**src/rtl/parking_slot_tracker_pkg.sv**
```systemverilog
// Shared types, default widths and saturating arithmetic for the parking slot tracker.
package parking_pkg;

  localparam int N_SLOTS_DEF = 3;
  localparam int TIME_W_DEF  = 10;
  localparam int CNT_W_DEF   = 10;
  localparam int COST_W_DEF  = 10;
  localparam int REV_W_DEF   = 16;
  localparam int RATE_DEF    = 1;
  localparam int FEE_CAP_DEF = 20;

  typedef enum logic {
    SLOT_FREE     = 1'b0,
    SLOT_OCCUPIED = 1'b1
  } slot_st_t;

  // Unsigned add clamped to 2^w-1; callers use w <= 32 and truncate the result.
  function automatic logic [31:0] sat_add(input logic [31:0] a, input logic [31:0] b,
                                          input int unsigned w);
    logic [32:0] sum;
    logic [32:0] lim;
    sum = {1'b0, a} + {1'b0, b};
    lim = (33'd1 << w) - 33'd1;
    return (sum > lim) ? lim[31:0] : sum[31:0];
  endfunction

endpackage

```
**src/rtl/parking_slot_tracker_if.sv**
```systemverilog
// Request/fee bundle between the debouncers and the tracker.
interface parking_slot_tracker_if #(
  parameter int SEL_W  = 2,
  parameter int TIME_W = 10,
  parameter int COST_W = 10
);
  logic              car_enter;
  logic              car_exit;
  logic [SEL_W-1:0]  car_sel;
  logic [TIME_W-1:0] timer_count;
  logic [COST_W-1:0] current_cost;
  logic              fee_valid;
  logic              err;

  modport master (
    output car_enter, car_exit, car_sel, timer_count,
    input  current_cost, fee_valid, err
  );

  modport slave (
    input  car_enter, car_exit, car_sel, timer_count,
    output current_cost, fee_valid, err
  );
endinterface

```
**src/rtl/parking_fee_calc.sv**
```systemverilog
// Combinational fee: wrap-safe duration times RATE, saturated to COST_W bits.
// Optional PARK_FEE_CAP_EN additionally limits the fee to FEE_CAP.
module parking_fee_calc
  import parking_pkg::*;
#(
  parameter int TIME_W  = TIME_W_DEF,
  parameter int COST_W  = COST_W_DEF,
  parameter int RATE    = RATE_DEF,
  parameter int FEE_CAP = FEE_CAP_DEF
) (
  input  logic [TIME_W-1:0] enter_time,
  input  logic [TIME_W-1:0] now,
  output logic [COST_W-1:0] fee
);
  localparam int PROD_W = TIME_W + 32;

  logic [TIME_W-1:0] duration;
  logic [PROD_W-1:0] product;
  logic [COST_W-1:0] fee_sat;

  always_comb begin
    // modulo-2^TIME_W subtraction keeps the duration correct across timer wrap
    duration = now - enter_time;
    product  = PROD_W'(duration) * PROD_W'($unsigned(32'(RATE)));
    fee_sat  = (|product[PROD_W-1:COST_W]) ? '1 : product[COST_W-1:0];
`ifdef PARK_FEE_CAP_EN
    fee = (fee_sat > COST_W'(FEE_CAP)) ? COST_W'(FEE_CAP) : fee_sat;
`else
    fee = fee_sat;
`endif
  end
endmodule

```
**src/rtl/parking_slot_tracker.sv**
```systemverilog
// N-slot parking occupancy and billing tracker; PARK_FEE_CAP_EN enables the per-visit fee cap.
//   state         | meaning
//   SLOT_FREE     | slot empty, accepts an enter
//   SLOT_OCCUPIED | car parked, accepts an exit which bills the visit
module parking_slot_tracker
  import parking_pkg::*;
#(
  parameter int N_SLOTS = N_SLOTS_DEF,
  parameter int SEL_W   = $clog2(N_SLOTS),
  parameter int TIME_W  = TIME_W_DEF,
  parameter int CNT_W   = CNT_W_DEF,
  parameter int COST_W  = COST_W_DEF,
  parameter int REV_W   = REV_W_DEF,
  parameter int RATE    = RATE_DEF,
  parameter int FEE_CAP = FEE_CAP_DEF
) (
  input  logic                      clk,
  input  logic                      reset,
  parking_slot_tracker_if.slave     bus,
  output logic [N_SLOTS-1:0]        slot_state,
  output logic [N_SLOTS*TIME_W-1:0] slot_enter_time,
  output logic [N_SLOTS*CNT_W-1:0]  slot_count,
  output logic [N_SLOTS*COST_W-1:0] slot_cost,
  output logic [REV_W-1:0]          revenue,
  output logic [SEL_W:0]            free_slots,
  output logic                      full
);
  logic              sel_ok, sel_occ, enter_ok, exit_ok, req_err;
  logic [TIME_W-1:0] sel_enter_time;
  logic [COST_W-1:0] fee;
  logic [SEL_W:0]    occ_cnt;

  always_comb begin
    sel_ok         = 32'(bus.car_sel) < 32'(N_SLOTS);
    sel_occ        = 1'b0;
    sel_enter_time = '0;
    for (int i = 0; i < N_SLOTS; i++) begin
      if (bus.car_sel == SEL_W'(i)) begin
        sel_occ        = slot_state[i];
        sel_enter_time = slot_enter_time[i*TIME_W +: TIME_W];
      end
    end
    enter_ok = bus.car_enter && !bus.car_exit && sel_ok && !sel_occ;
    exit_ok  = bus.car_exit && !bus.car_enter && sel_ok && sel_occ;
    req_err  = (bus.car_enter || bus.car_exit) && !enter_ok && !exit_ok;
  end

  parking_fee_calc #(
    .TIME_W (TIME_W),
    .COST_W (COST_W),
    .RATE   (RATE),
    .FEE_CAP(FEE_CAP)
  ) u_fee_calc (
    .enter_time(sel_enter_time),
    .now       (bus.timer_count),
    .fee       (fee)
  );

  for (genvar i = 0; i < N_SLOTS; i++) begin : g_slot
    slot_st_t          st;
    logic [TIME_W-1:0] enter_time_q;
    logic [CNT_W-1:0]  count_q;
    logic [COST_W-1:0] cost_q;
    logic              hit;

    assign hit = (bus.car_sel == SEL_W'(i));

    always_ff @(posedge clk) begin
      if (reset) begin
        st           <= SLOT_FREE;
        enter_time_q <= '0;
        count_q      <= '0;
        cost_q       <= '0;
      end else begin
        case (st)
          SLOT_FREE: if (enter_ok && hit) begin
            st           <= SLOT_OCCUPIED;
            enter_time_q <= bus.timer_count;
            count_q      <= CNT_W'(sat_add(32'(count_q), 32'd1, CNT_W));
          end
          SLOT_OCCUPIED: if (exit_ok && hit) begin
            st     <= SLOT_FREE;
            cost_q <= fee;
          end
        endcase
      end
    end

    assign slot_state[i]                        = (st == SLOT_OCCUPIED);
    assign slot_enter_time[i*TIME_W +: TIME_W]  = enter_time_q;
    assign slot_count[i*CNT_W +: CNT_W]         = count_q;
    assign slot_cost[i*COST_W +: COST_W]        = cost_q;
  end

  always_ff @(posedge clk) begin
    if (reset) begin
      bus.current_cost <= '0;
      bus.fee_valid    <= 1'b0;
      bus.err          <= 1'b0;
      revenue          <= '0;
    end else begin
      bus.fee_valid <= exit_ok;
      bus.err       <= req_err;
      if (exit_ok) begin
        bus.current_cost <= fee;
        revenue          <= REV_W'(sat_add(32'(revenue), 32'(fee), REV_W));
      end
    end
  end

  always_comb begin
    occ_cnt = '0;
    for (int i = 0; i < N_SLOTS; i++) occ_cnt += (SEL_W+1)'(slot_state[i]);
  end

  assign free_slots = (SEL_W+1)'(N_SLOTS) - occ_cnt;
  assign full       = (free_slots == '0);
endmodule
```
**src/flat_wrapper.sv**
```systemverilog
// flat-port wrapper written by rule: the top's interface ports become plain ports
module parking_slot_tracker_flat import parking_pkg::*;
#(
  parameter int N_SLOTS = N_SLOTS_DEF,
  parameter int SEL_W   = $clog2(N_SLOTS),
  parameter int TIME_W  = TIME_W_DEF,
  parameter int CNT_W   = CNT_W_DEF,
  parameter int COST_W  = COST_W_DEF,
  parameter int REV_W   = REV_W_DEF,
  parameter int RATE    = RATE_DEF,
  parameter int FEE_CAP = FEE_CAP_DEF
)
  (clk, reset, slot_state, slot_enter_time, slot_count, slot_cost, revenue, free_slots, full, bus_car_enter, bus_car_exit, bus_car_sel, bus_timer_count, bus_current_cost, bus_fee_valid, bus_err);
  parking_slot_tracker_if #(.SEL_W(SEL_W), .TIME_W(TIME_W), .COST_W(COST_W)) bus_i ();
  input  logic clk;
  input  logic reset;
  output logic [N_SLOTS-1:0] slot_state;
  output logic [N_SLOTS*TIME_W-1:0] slot_enter_time;
  output logic [N_SLOTS*CNT_W-1:0] slot_count;
  output logic [N_SLOTS*COST_W-1:0] slot_cost;
  output logic [REV_W-1:0] revenue;
  output logic [SEL_W:0] free_slots;
  output logic full;
  input wire logic [$bits(bus_i.car_enter)-1:0] bus_car_enter;
  input wire logic [$bits(bus_i.car_exit)-1:0] bus_car_exit;
  input wire logic [$bits(bus_i.car_sel)-1:0] bus_car_sel;
  input wire logic [$bits(bus_i.timer_count)-1:0] bus_timer_count;
  output wire logic [$bits(bus_i.current_cost)-1:0] bus_current_cost;
  output wire logic [$bits(bus_i.fee_valid)-1:0] bus_fee_valid;
  output wire logic [$bits(bus_i.err)-1:0] bus_err;
  assign bus_i.car_enter = bus_car_enter;
  assign bus_i.car_exit = bus_car_exit;
  assign bus_i.car_sel = bus_car_sel;
  assign bus_i.timer_count = bus_timer_count;
  assign bus_current_cost = bus_i.current_cost;
  assign bus_fee_valid = bus_i.fee_valid;
  assign bus_err = bus_i.err;
  parking_slot_tracker #(.N_SLOTS(N_SLOTS), .SEL_W(SEL_W), .TIME_W(TIME_W), .CNT_W(CNT_W), .COST_W(COST_W), .REV_W(REV_W), .RATE(RATE), .FEE_CAP(FEE_CAP)) u_core (.clk(clk), .reset(reset), .bus(bus_i), .slot_state(slot_state), .slot_enter_time(slot_enter_time), .slot_count(slot_count), .slot_cost(slot_cost), .revenue(revenue), .free_slots(free_slots), .full(full));
endmodule
```
**config.mk**
```make
export PLATFORM = sky130hd
export DESIGN_NAME = parking_slot_tracker_flat
export DESIGN_NICKNAME = d
export VERILOG_FILES = /design/src/rtl/parking_slot_tracker_pkg.sv /design/src/rtl/parking_slot_tracker_if.sv /design/src/rtl/parking_fee_calc.sv /design/src/rtl/parking_slot_tracker.sv /design/src/flat_wrapper.sv
export SDC_FILE = /design/constraint.sdc
export NUM_CORES = 1
export LEC_CHECK = 0
export ABC_AREA = 1
export CORE_MARGIN = 2
export CORE_UTILIZATION = 46
export CTS_CLUSTER_DIAMETER = 40
export DETAILED_ROUTE_END_ITERATION = 7
export PLACE_DENSITY = 0.76
export SETUP_SLACK_MARGIN = 0.15
export SLEW_MARGIN = 15
export SYNTH_ARGS = -nofsm -noshare
export SYNTH_HDL_FRONTEND = slang
export SYNTH_SLANG_ARGS = --single-unit
```
**constraint.sdc**
```tcl
create_clock -name clk -period 4 [get_ports clk]
set_input_delay 0.8 -clock clk [delete_from_list [all_inputs] [get_ports clk]]
set_output_delay 0.8 -clock clk [all_outputs]
set_load 0.03 [all_outputs]
```
Word level (Yosys, flattened, before mapping)
Index checks and enable logic that the tools add are counted.
{"block": "word_totals", "mem_bits_ro": 0, "wordCells": 81, "out_inout_bits": 125, "regBits": 121, "latch_bits": 0, "mem_bits_rw": 0, "in_bits": 16, "memories": 0}
{"block": "classes", "add_sub_neg": 8, "shifts": 0, "eq_ne": 2, "n_reduce_logical": 28, "n_lt_le_gt_ge": 5, "n_bitwise": 3, "mux": 19, "div_mod_pow": 0, "n_mul": 0}
{"op": "two-way mux 10 bit", "count": 6}
{"op": "adder 10 x 1 -> 11 bit, second input constant", "count": 3}
{"op": "> comparator 11 x 10 -> 1 bit, second input constant", "count": 3}
{"op": "adder 16 x 10 -> 17 bit", "count": 1}
{"op": "> comparator 17 x 16 -> 1 bit, second input constant", "count": 1}
{"op": "two-way mux 16 bit", "count": 1}
{"op": "logical AND 1 bit", "count": 14}
{"op": "AND reduction 2 bit", "count": 6}
{"op": "subtractor 10 bit", "count": 1}
{"op": "two-way mux 1 bit", "count": 9}
{"op": "case mux 1 bit (2 select lines)", "count": 3}
{"op": "logical NOT 1 bit", "count": 5}
{"op": "adder 3 x 1 -> 3 bit", "count": 1}
{"op": "logical NOT 3 bit", "count": 1}
{"op": "inverter 1 bit", "count": 3}
{"op": "subtractor 2 x 3 -> 3 bit, first input constant", "count": 1}
{"op": "adder 1 x 1 -> 2 bit", "count": 1}
{"op": "== test 2 x 1 -> 1 bit, second input constant", "count": 1}
{"op": "== test 2 bit, second input constant", "count": 1}
{"op": "logical NOT 2 bit", "count": 1}
{"op": "less-than comparator 2 bit, second input constant", "count": 1}
{"op": "logical OR 1 bit", "count": 1}

Depth between registers and ports, before layout
Gate-level depths: netlist of run 1.
{"block": "logic_depth", "depth_word": 9, "mapped_depth": 27, "depth_no_buf": 26}

Modules after synthesis
Synthesis of run 1 repeated with hierarchy kept, for this count alone.
{"block": "hier_totals", "hier_cells": 861, "area_unflattened_um2": 6218.5}
{"mod": "parking_slot_tracker", "seq_area_each_um2": 2422.3, "n_inst": 1, "area_per_inst_um2": 5718.0, "cells_per_inst": 767}
{"mod": "parking_fee_calc", "seq_area_each_um2": 0.0, "n_inst": 1, "area_per_inst_um2": 500.5, "cells_per_inst": 94}

Worst setup path after synthesis of run 1
No wires, ideal clock.
{"block": "synth_timing", "path_type": "input-to-reg", "startpoint": "input bus_car_sel[0]", "endpoint": "register u_core.revenue[1]", "setup_ns": 0.136, "path_stages": 24, "setup_slack_ns": 0.130, "t_arrival_ns": 3.734, "t_required_ns": 3.864, "path_buffers": 1, "cell_sequence": "buf_6 > nor2_4 > inv_1 > o221ai_1 > ha_1 > fa_1 > inv_1 > nand3_1 > nand2_1 > nand2_1 > nand2_1 > a21oi_1 > or2_2 > nand2_1 > inv_1 > ha_1 > nand2_1 > nor2_1 > nor2_1 > nand2_1 > nand3_1 > nand2_1 > nand2_1 > o221ai_1"}
{"block": "synth_via", "elab_chain_cells": 8, "word_cells_on_any_way": 16, "cone_classes": "add/sub: 2; order compare: 2; eq/ne: 2; mux: 7; reduce/logical: 3"}
{"item": "from (decl)", "line_no": "flat_wrapper.sv:26", "source": "input wire logic [$bits(bus_i.car_sel)-1:0] bus_car_sel;"}
{"item": "logical NOT 2 bit", "line_no": "parking_slot_tracker.sv:38", "source": "if (bus.car_sel == SEL_W'(i)) begin"}
{"item": "two-way mux 10 bit (2 in series)", "line_no": "parking_slot_tracker.sv:38"}
{"item": "two-way mux 10 bit (*)", "line_no": "parking_slot_tracker.sv:38"}
{"item": "subtractor 10 bit (*)", "line_no": "parking_fee_calc.sv:23", "source": "duration = now - enter_time;"}
{"item": "net u_core.fee[6]", "line_no": "parking_slot_tracker.sv:30", "source": "logic [COST_W-1:0] fee;"}
{"item": "adder 16 x 10 -> 17 bit (*)", "line_no": "parking_slot_tracker_pkg.sv:22", "source": "sum = {1'b0, a} + {1'b0, b};"}
{"item": "> comparator 17 x 16 -> 1 bit (*)", "line_no": "parking_slot_tracker_pkg.sv:24", "source": "return (sum > lim) ? lim[31:0] : sum[31:0];"}
{"item": "two-way mux 16 bit (*)", "line_no": "parking_slot_tracker_pkg.sv:24"}
{"item": "to (signal assigned)", "line_no": "parking_slot_tracker.sv:106", "source": "revenue <= REV_W'(sat_add(32'(revenue), 32'(fee), REV_W));"}
{"item": "to (decl)", "line_no": "parking_slot_tracker.sv:24", "source": "output logic [REV_W-1:0] revenue,"}
The timed path passes the listed nets; every way through them passes the cells marked *.
A chain may end at the register's enable or synchronous reset.

Worst setup path in the final report of run 1
{"block": "layout_timing", "startpoint": "input bus_car_sel[0]", "endpoint": "register u_core.revenue[6]"}
{"block": "layout_via", "elab_chain_cells": 8, "word_cells_on_any_way": 16, "cone_classes": "add/sub: 2; order compare: 2; eq/ne: 2; mux: 7; reduce/logical: 3"}
{"item": "logical NOT 2 bit", "line_no": "parking_slot_tracker.sv:38"}
{"item": "two-way mux 10 bit (2 in series)", "line_no": "parking_slot_tracker.sv:38"}
{"item": "two-way mux 10 bit (*)", "line_no": "parking_slot_tracker.sv:38"}
{"item": "subtractor 10 bit (*)", "line_no": "parking_fee_calc.sv:23"}
{"item": "net u_core.fee[4]", "line_no": "parking_slot_tracker.sv:30"}
{"item": "adder 16 x 10 -> 17 bit (*)", "line_no": "parking_slot_tracker_pkg.sv:22"}
{"item": "> comparator 17 x 16 -> 1 bit", "line_no": "parking_slot_tracker_pkg.sv:24"}
{"item": "two-way mux 16 bit (*)", "line_no": "parking_slot_tracker_pkg.sv:24"}
Marked as above.

==> flow_summary.ini, run 1 <==
[timing]
fmax_mhz = 290
max_slew.worst_pin.slew_ps = 530
finalCritPeriodShare = 0.861
final-setup-viol-count = 0
max_slew_margin = 0.644
drv_slew = 0
hold_viol = 0
fin_worst_skew_ps = 13.5
whs_ps = 456
rsz0062_at_grt = no
fin_crit_ps = 3440

[drt]
drt_wl_total_mm = 18.7
routedWlPerCell_um = 14.3
ant_nets = 0
drt_pre_antenna_iters = 7
drc = 0
viasPerCell = 5.08
drt_iter0_markers = 520
vias = 6635

[die]
rows = 43
die_h_um = 123
io_pins = 141
die_width_um = 123
initial_core_util = 0.471
die_area_mm2 = 0.0152
core_area_mm2 = 0.0139

[setup_path]
arrival_ps = 3760
path_class = in2reg
cp_common_cell = nand2_1
cp-end-kind = flop
path_cells = dlymetal6s2s_1 -> buf_12 -> nor2_8 -> clkinvlp_4 -> o221ai_2 -> ha_1 -> a21oi_1 -> nand2_2 -> buf_4 -> or2_2 -> nand2_1 -> inv_1 -> ha_1 -> nand2_1 -> inv_1 -> nand2_1 -> nand2_1 -> buf_4 -> xor2_1 -> nor3_1 -> nor2_1
crit_family = simple AND/OR/NAND/NOR gates
cp-start-kind = primary input
cp_max_fo = 6
slowest_delay_ps = 320
reg2reg_from = u_core.g_slot[1].enter_time_q[3]
critical_path.slowest_cell = ha_1
crit_start = bus_car_sel[0]
cp.required_ps = 4320
critPathBufInv = 7

[grt]
antenna_found_initial = 1
grt_overflow = 0
grt_usage = 0.248
grt_pass1_wl_mm = 29.7
grt_max_degree = 34
grt_pass1_vias = 6106

[clock_tree]
cts_sinks = 121
cts_tree = yes
clock_path_buffers = 2
postCtsHoldBufs = 0
clockRootBuffer = clkbuf_16
htreeDepth = 4
cts.clk_slew.worst_paths_ps = 60
cts_buffers = 17
insertion_delay_ps = 430

[pwr]
clockPowerShare = 0.459
p_leak_uw = 0.00409
swShare = 0.291
finalPower_uw = 3280
p_per_area_mw_per_mm2 = 355
intPower_uw = 2330
p_seq_frac = 0.380
switching_power_uw = 955
peakVddDrop_uv = 233
comb_power_share = 0.161

[logic_synthesis]
async_flop_share = 0
syn_nets = 970
ys.flop_type = dfxtp_1
netlist-cell-type-count = 44
yosys_warnings = 0
avgSynthCellArea_um2 = 7.10
yosysSeqAreaShare = 0.370
ys_ff_latch = 121
synth_edf_count = 0
synth_top_area_cell = dfxtp_1
ys_top_cells_by_area = dfxtp_1 (37%), nand2_1 (12%), inv_1 (7.0%)
syn_area_mm2 = 0.00654
synth_top_area_frac = 0.370
synthCells = 921

[final_layout]
area_delta_synth_final_pct = 41.2
fin_area_mm2 = 0.00924
drive_above_1_share = 0.151
nets = 1163
fin_cells = 1307
diodes = 0

[outcome]
outcome = finished clean

[placement]
dp_hpwl_mm = 13.6
placed_cell_area_mm2 = 0.00843
routabilityCongestion = 0.928
port_buffers = 140
dp_cells = 1270

[run]
cap_violations = 0

[hold_path]
min_from = u_core.bus.current_cost[6]
hold_class = reg2reg
[placed cells by master, fill, tap and decap left out, types with 3 or more instances in the layout]
cell type        Yosys  final
inv_1              122    119
nand2_2              5     10
o21a_1               5      5
nand2_1            204    197
a31oi_1              3      3
a22o_1               4      4
xor2_1              12     11
nand3b_1             5      5
o22ai_1              3      3
xnor2_1              7      6
a21oi_1             74     66
nand2_4              2      4
clkdlybuf4s50_1      0    138
nand3_1             56     52
nand4_1             14     14
nor2_2               1      3
nor3_1              11     10
a21oi_2              2     10
nand3_2              1      3
inv_6                0      8
clkinvlp_4           0      3
o21ai_2              7      7
a21o_1               4      4
buf_4                7     58
o21ai_1             15     20
o221ai_1             6      4
nor2_1              75     73
dfxtp_1            121    121
inv_2               11     13
o21ai_0             70     65
nor2_4               7      7
clkbuf_16            0     17
ha_1                30     27
[layer usage]
layer / global-route usage / part of all wire / vias to the layer above
li1: - / - / 3392
met1: 0.315 / 0.44 / 3009
met2: 0.400 / 0.47 / 204
met3: 0.0853 / 0.074 / 28
met4: 0.0703 / 0.013 / 2
met5: 0 / 0.00054 / -
[path summary, 6_finish.rpt]
| path | to | slack [ps] | cells after the start |
|---|---|---|---|
| worst min-delay path | u_core.bus.current_cost[6] | 460 | 2 |
| worst max-delay path | u_core.revenue[6] | 560 | 21 |
| worst min register to register | u_core.bus.current_cost[6] | 460 | 2 |
| worst max register to register | u_core.revenue[6] | 950 | 19 |
[sequential cells by signal, indices dropped and copies added (netlist names)]
register and flops:
u_core.bus.fee_valid 1, u_core.bus.current_cost 10, u_core.g_slot.st 3, u_core.g_slot.count_q 30, u_core.g_slot.cost_q 30, u_core.revenue 16, u_core.bus.err 1, u_core.g_slot.enter_time_q 30
[kinds of logic after synthesis]
group                      share of synthesized area
adders and majority gates                     0.0666
and+or+nand+nor                                0.261
xor gates and xnor gates                      0.0254
DFF                                            0.370
AOI/OAI and AO/OA                              0.174
buffers and inverters                          0.103
[cell type report]
type / instances / area (um^2)
Clock buffer: 17 / 425
Clock inverter: 15 / 155
Fill cell: 1200 / 4640
Inverter: 134 / 509
Multi-Input combinational cell: 640 / 3620
Sequential cell: 121 / 2420
Tap cell: 180 / 225
Timing Repair Buffer: 200 / 1880
[worst register-to-register path, cell delays in order, from the launching register on]
cell	delay [ps]
dfxtp_1	340
inv_1	60
o21ai_0	170
o221ai_2	110
ha_1	350
a21oi_1	180
nand2_2	80
buf_4	140
or2_2	260
nand2_1	80
inv_1	40
ha_1	320
nand2_1	80
inv_1	50
nand2_1	80
nand2_1	70
buf_4	140
xor2_1	130
nor3_1	200
nor2_1	60
[what timing repair did]
item / 4_1_cts / 5_1_grt
setup buffers: 0 / 5
cloned: 0 / 0
pin swaps: 1 / 7
setup endpoints to repair: 11 / 16
gates resized for setup: 12 / 35
[cells in the mapped netlist (3+ instances only)]
cell and number:
a21o_1 4, a21oi_1 74, a22o_1 4, a31oi_1 3, buf_2 9, buf_4 7, buf_6 4, clkbuf_1 5
dfxtp_1 121, fa_1 3, ha_1 30, inv_1 122, inv_2 11, nand2_1 204, nand2_2 5, nand3_1 56
nand3b_1 5, nand4_1 14, nor2_1 75, nor2_4 7, nor3_1 11, o21a_1 5, o21ai_0 70, o21ai_1 15
o21ai_2 7, o221ai_1 6, o22ai_1 3, xnor2_1 7, xor2_1 12
[through the flow]
stage                     TNS, ps  utilization  setup WS, ps
after floorplan                 0            -           156
after global placement      -4530        0.607          -335
after detailed placement    -5040        0.607          -395
after CTS                       0        0.651           135
after global routing            0        0.665           305
final                           0        0.665           556
[power groups by stage]
stage	sequential [uW]	clock, uW	combinational [uW]
after detailed placement	1270	0	486
after global routing	1250	1570	575
after CTS	1250	1520	493
final	1250	1510	528
after global placement	1270	0	485
after floorplan	1310	0	237
No activity file was read; power rests on OpenSTA's default activity.
==> inputs of run 2 (changes only) <==
--- a/config.mk
+++ b/config.mk
@@ -7,10 +7,11 @@
 export LEC_CHECK = 0
 export ABC_AREA = 1
 export CORE_MARGIN = 2
-export CORE_UTILIZATION = 46
+export CORE_UTILIZATION = 48
+export CTS_BUF_LIST = sky130_fd_sc_hd__clkbuf_8
 export CTS_CLUSTER_DIAMETER = 40
 export DETAILED_ROUTE_END_ITERATION = 7
-export PLACE_DENSITY = 0.76
+export PLACE_DENSITY = 0.79
 export SETUP_SLACK_MARGIN = 0.15
 export SLEW_MARGIN = 15
 export SYNTH_ARGS = -nofsm -noshare
==> flow_summary.ini, run 2 (synthesized netlist as in run 1, its figures left out) <==
[outcome]
outcome = finished clean

[pwr]
p_per_area_mw_per_mm2 = 315
p_leak_uw = 0.00396
comb_power_share = 0.184
intPower_uw = 1920
p_seq_frac = 0.443
peakVddDrop_uv = 210
swShare = 0.319
switching_power_uw = 899
clockPowerShare = 0.373

[timing]
max_slew.worst_pin.slew_ps = 450
fin_crit_ps = 3600
rsz0062_at_grt = no
final-setup-viol-count = 0
finalCritPeriodShare = 0.900
fin_worst_skew_ps = 12.2
hold_viol = 0
fmax_mhz = 278
max_slew_margin = 0.699
drv_slew = 0

[die]
die_area_mm2 = 0.0146
io_pins = 141
die_h_um = 121
rows = 42
die_width_um = 121
initial_core_util = 0.492
core_area_mm2 = 0.0133

[clock_tree]
insertion_delay_ps = 470
cts_buffers = 17
cts.clk_slew.worst_paths_ps = 80
cts_tree = yes
clock_path_buffers = 2
htreeDepth = 4
post-cts-setup-buffer-count = 0
cts_sinks = 121
clockRootBuffer = clkbuf_8

[placement]
placed_cell_area_mm2 = 0.00845
port_buffers = 140
routabilityCongestion = 0.900
dp_hpwl_mm = 13.7

[grt]
grt_pass1_vias = 6214
grt_usage = 0.258
grt_pass1_wl_mm = 29.9
grt_util_met2 = 0.405
met3_usage = 0.0764
grt_max_degree = 34
grt_overflow = 0
antenna_found_initial = 0
use_met1 = 0.324
grt.busiest_layer = met2

[setup_path]
critical_path.slowest_cell = fa_1
cp_common_cell = nand2_1
cp_max_fo = 7
crit_family = simple AND/OR/NAND/NOR gates
cp.required_ps = 4420
critPathBufInv = 6
cp-start-kind = primary input
cp-end-kind = flop
arrival_ps = 4020
path_class = in2reg
slowest_delay_ps = 420

[drt]
drt_iter0_markers = 618
drt_pre_antenna_iters = 5
routedWlPerCell_um = 14.5
viasPerCell = 5.18
drt_wl_total_mm = 18.8
vias = 6739
drc = 0
ant_nets = 0

[final_layout]
fillers = 1154
area_delta_synth_final_pct = 36.6
final_cell_mix = nand2_1 (199), clkdlybuf4s50_1 (138), inv_1 (122)
drive_above_1_share = 0.138
final_util = 0.672
diodes = 0
layout_commonest_cell = nand2_1
reg.largest.list = u_core.g_slot.cost_q x30, u_core.g_slot.count_q x30, u_core.g_slot.enter_time_q x30
nets = 1162
fin_area_mm2 = 0.00893

[run]
cap_violations = 0

[hold_path]
hold_class = reg2reg
## run 2: cell count changes in the layout (fill, tap and decap cells not counted), moves of 3 or more
cell and change:
clkbuf_16 -17, clkbuf_8 +19, inv_1 +3, inv_6 -4, o21ai_0 +3, o21ai_1 -3
## run 2: power by group through the flow
stage	Combinational [uW]	Sequential [uW]	Clock (uW)
4_1_cts	500	1250	1050
6_report	519	1250	1050
3_3_place_gp	487	1270	0
3_5_place_dp	494	1270	0
5_1_grt	563	1250	1110
2_1_floorplan	237	1310	0
## run 2: final cells by class
cell class	instances	area, um^2	share of cell area
Tap cell	176	220	0.0246
Clock buffer	19	262	0.0293
Timing Repair Buffer	199	1860	0.208
Inverter	134	505	0.0566
Multi-Input combinational cell	640	3560	0.398
Clock inverter	13	111	0.0125
Sequential cell	121	2420	0.271
## run 2: final timing paths
path / start / to / slack, ps / depth (start not counted)
worst max-delay path: bus_car_sel[1] / u_core.revenue[2] / 400 / 25
worst min-delay path: u_core.g_slot[0].cost_q[6] / u_core.g_slot[0].cost_q[6] / 460 / 2
worst max register to register: u_core.g_slot[0].enter_time_q[0] / u_core.revenue[2] / 840 / 23
worst min register to register: u_core.g_slot[0].cost_q[6] / u_core.g_slot[0].cost_q[6] / 460 / 2
## run 2: worst reg2reg max path, delay by kind of cell, from the launching register on
family | cells | cell delay [ps]
flip-flops | 1 | 310
adder cells (fa/ha/maj) | 3 | 890
AND/OR/NAND/NOR | 12 | 1230
AO/OA/AOI/OAI | 3 | 360
buffers and inverters | 5 | 350
## run 2: stage by stage
| stage | total power, uW | hold slack, ps | setup slack, ps | TNS [ps] | instances |
|---|---|---|---|---|---|
| final | 2820 | 463 | 401 | 0 | 1302 |
| after global placement | 1760 | 438 | -372 | -5000 | 1270 |
| after CTS | 2800 | 466 | 115 | 0 | 1302 |
| after floorplan | 1550 | 524 | 156 | 0 | 921 |
| after global routing | 2930 | 477 | 84.2 | 0 | 1302 |
| after detailed placement | 1770 | 447 | -498 | -7000 | 1270 |
## run 2: timing repair
| item | in CTS | in global routing |
|---|---|---|
| gates resized for setup | 5 | 23 |
| cloned | 0 | 0 |
| setup endpoints to repair | 16 | 16 |
| hold buffers | 0 | 0 |
| pin swaps | 1 | 3 |
## run 2: routing by layer
| metal | routed length, um | share of wire |
|---|---|---|
| met4 | 534 | 0.028 |
| met5 | 0 | 0 |
| met1 | 8260 | 0.44 |
| met3 | 1440 | 0.076 |
| met2 | 8600 | 0.46 |
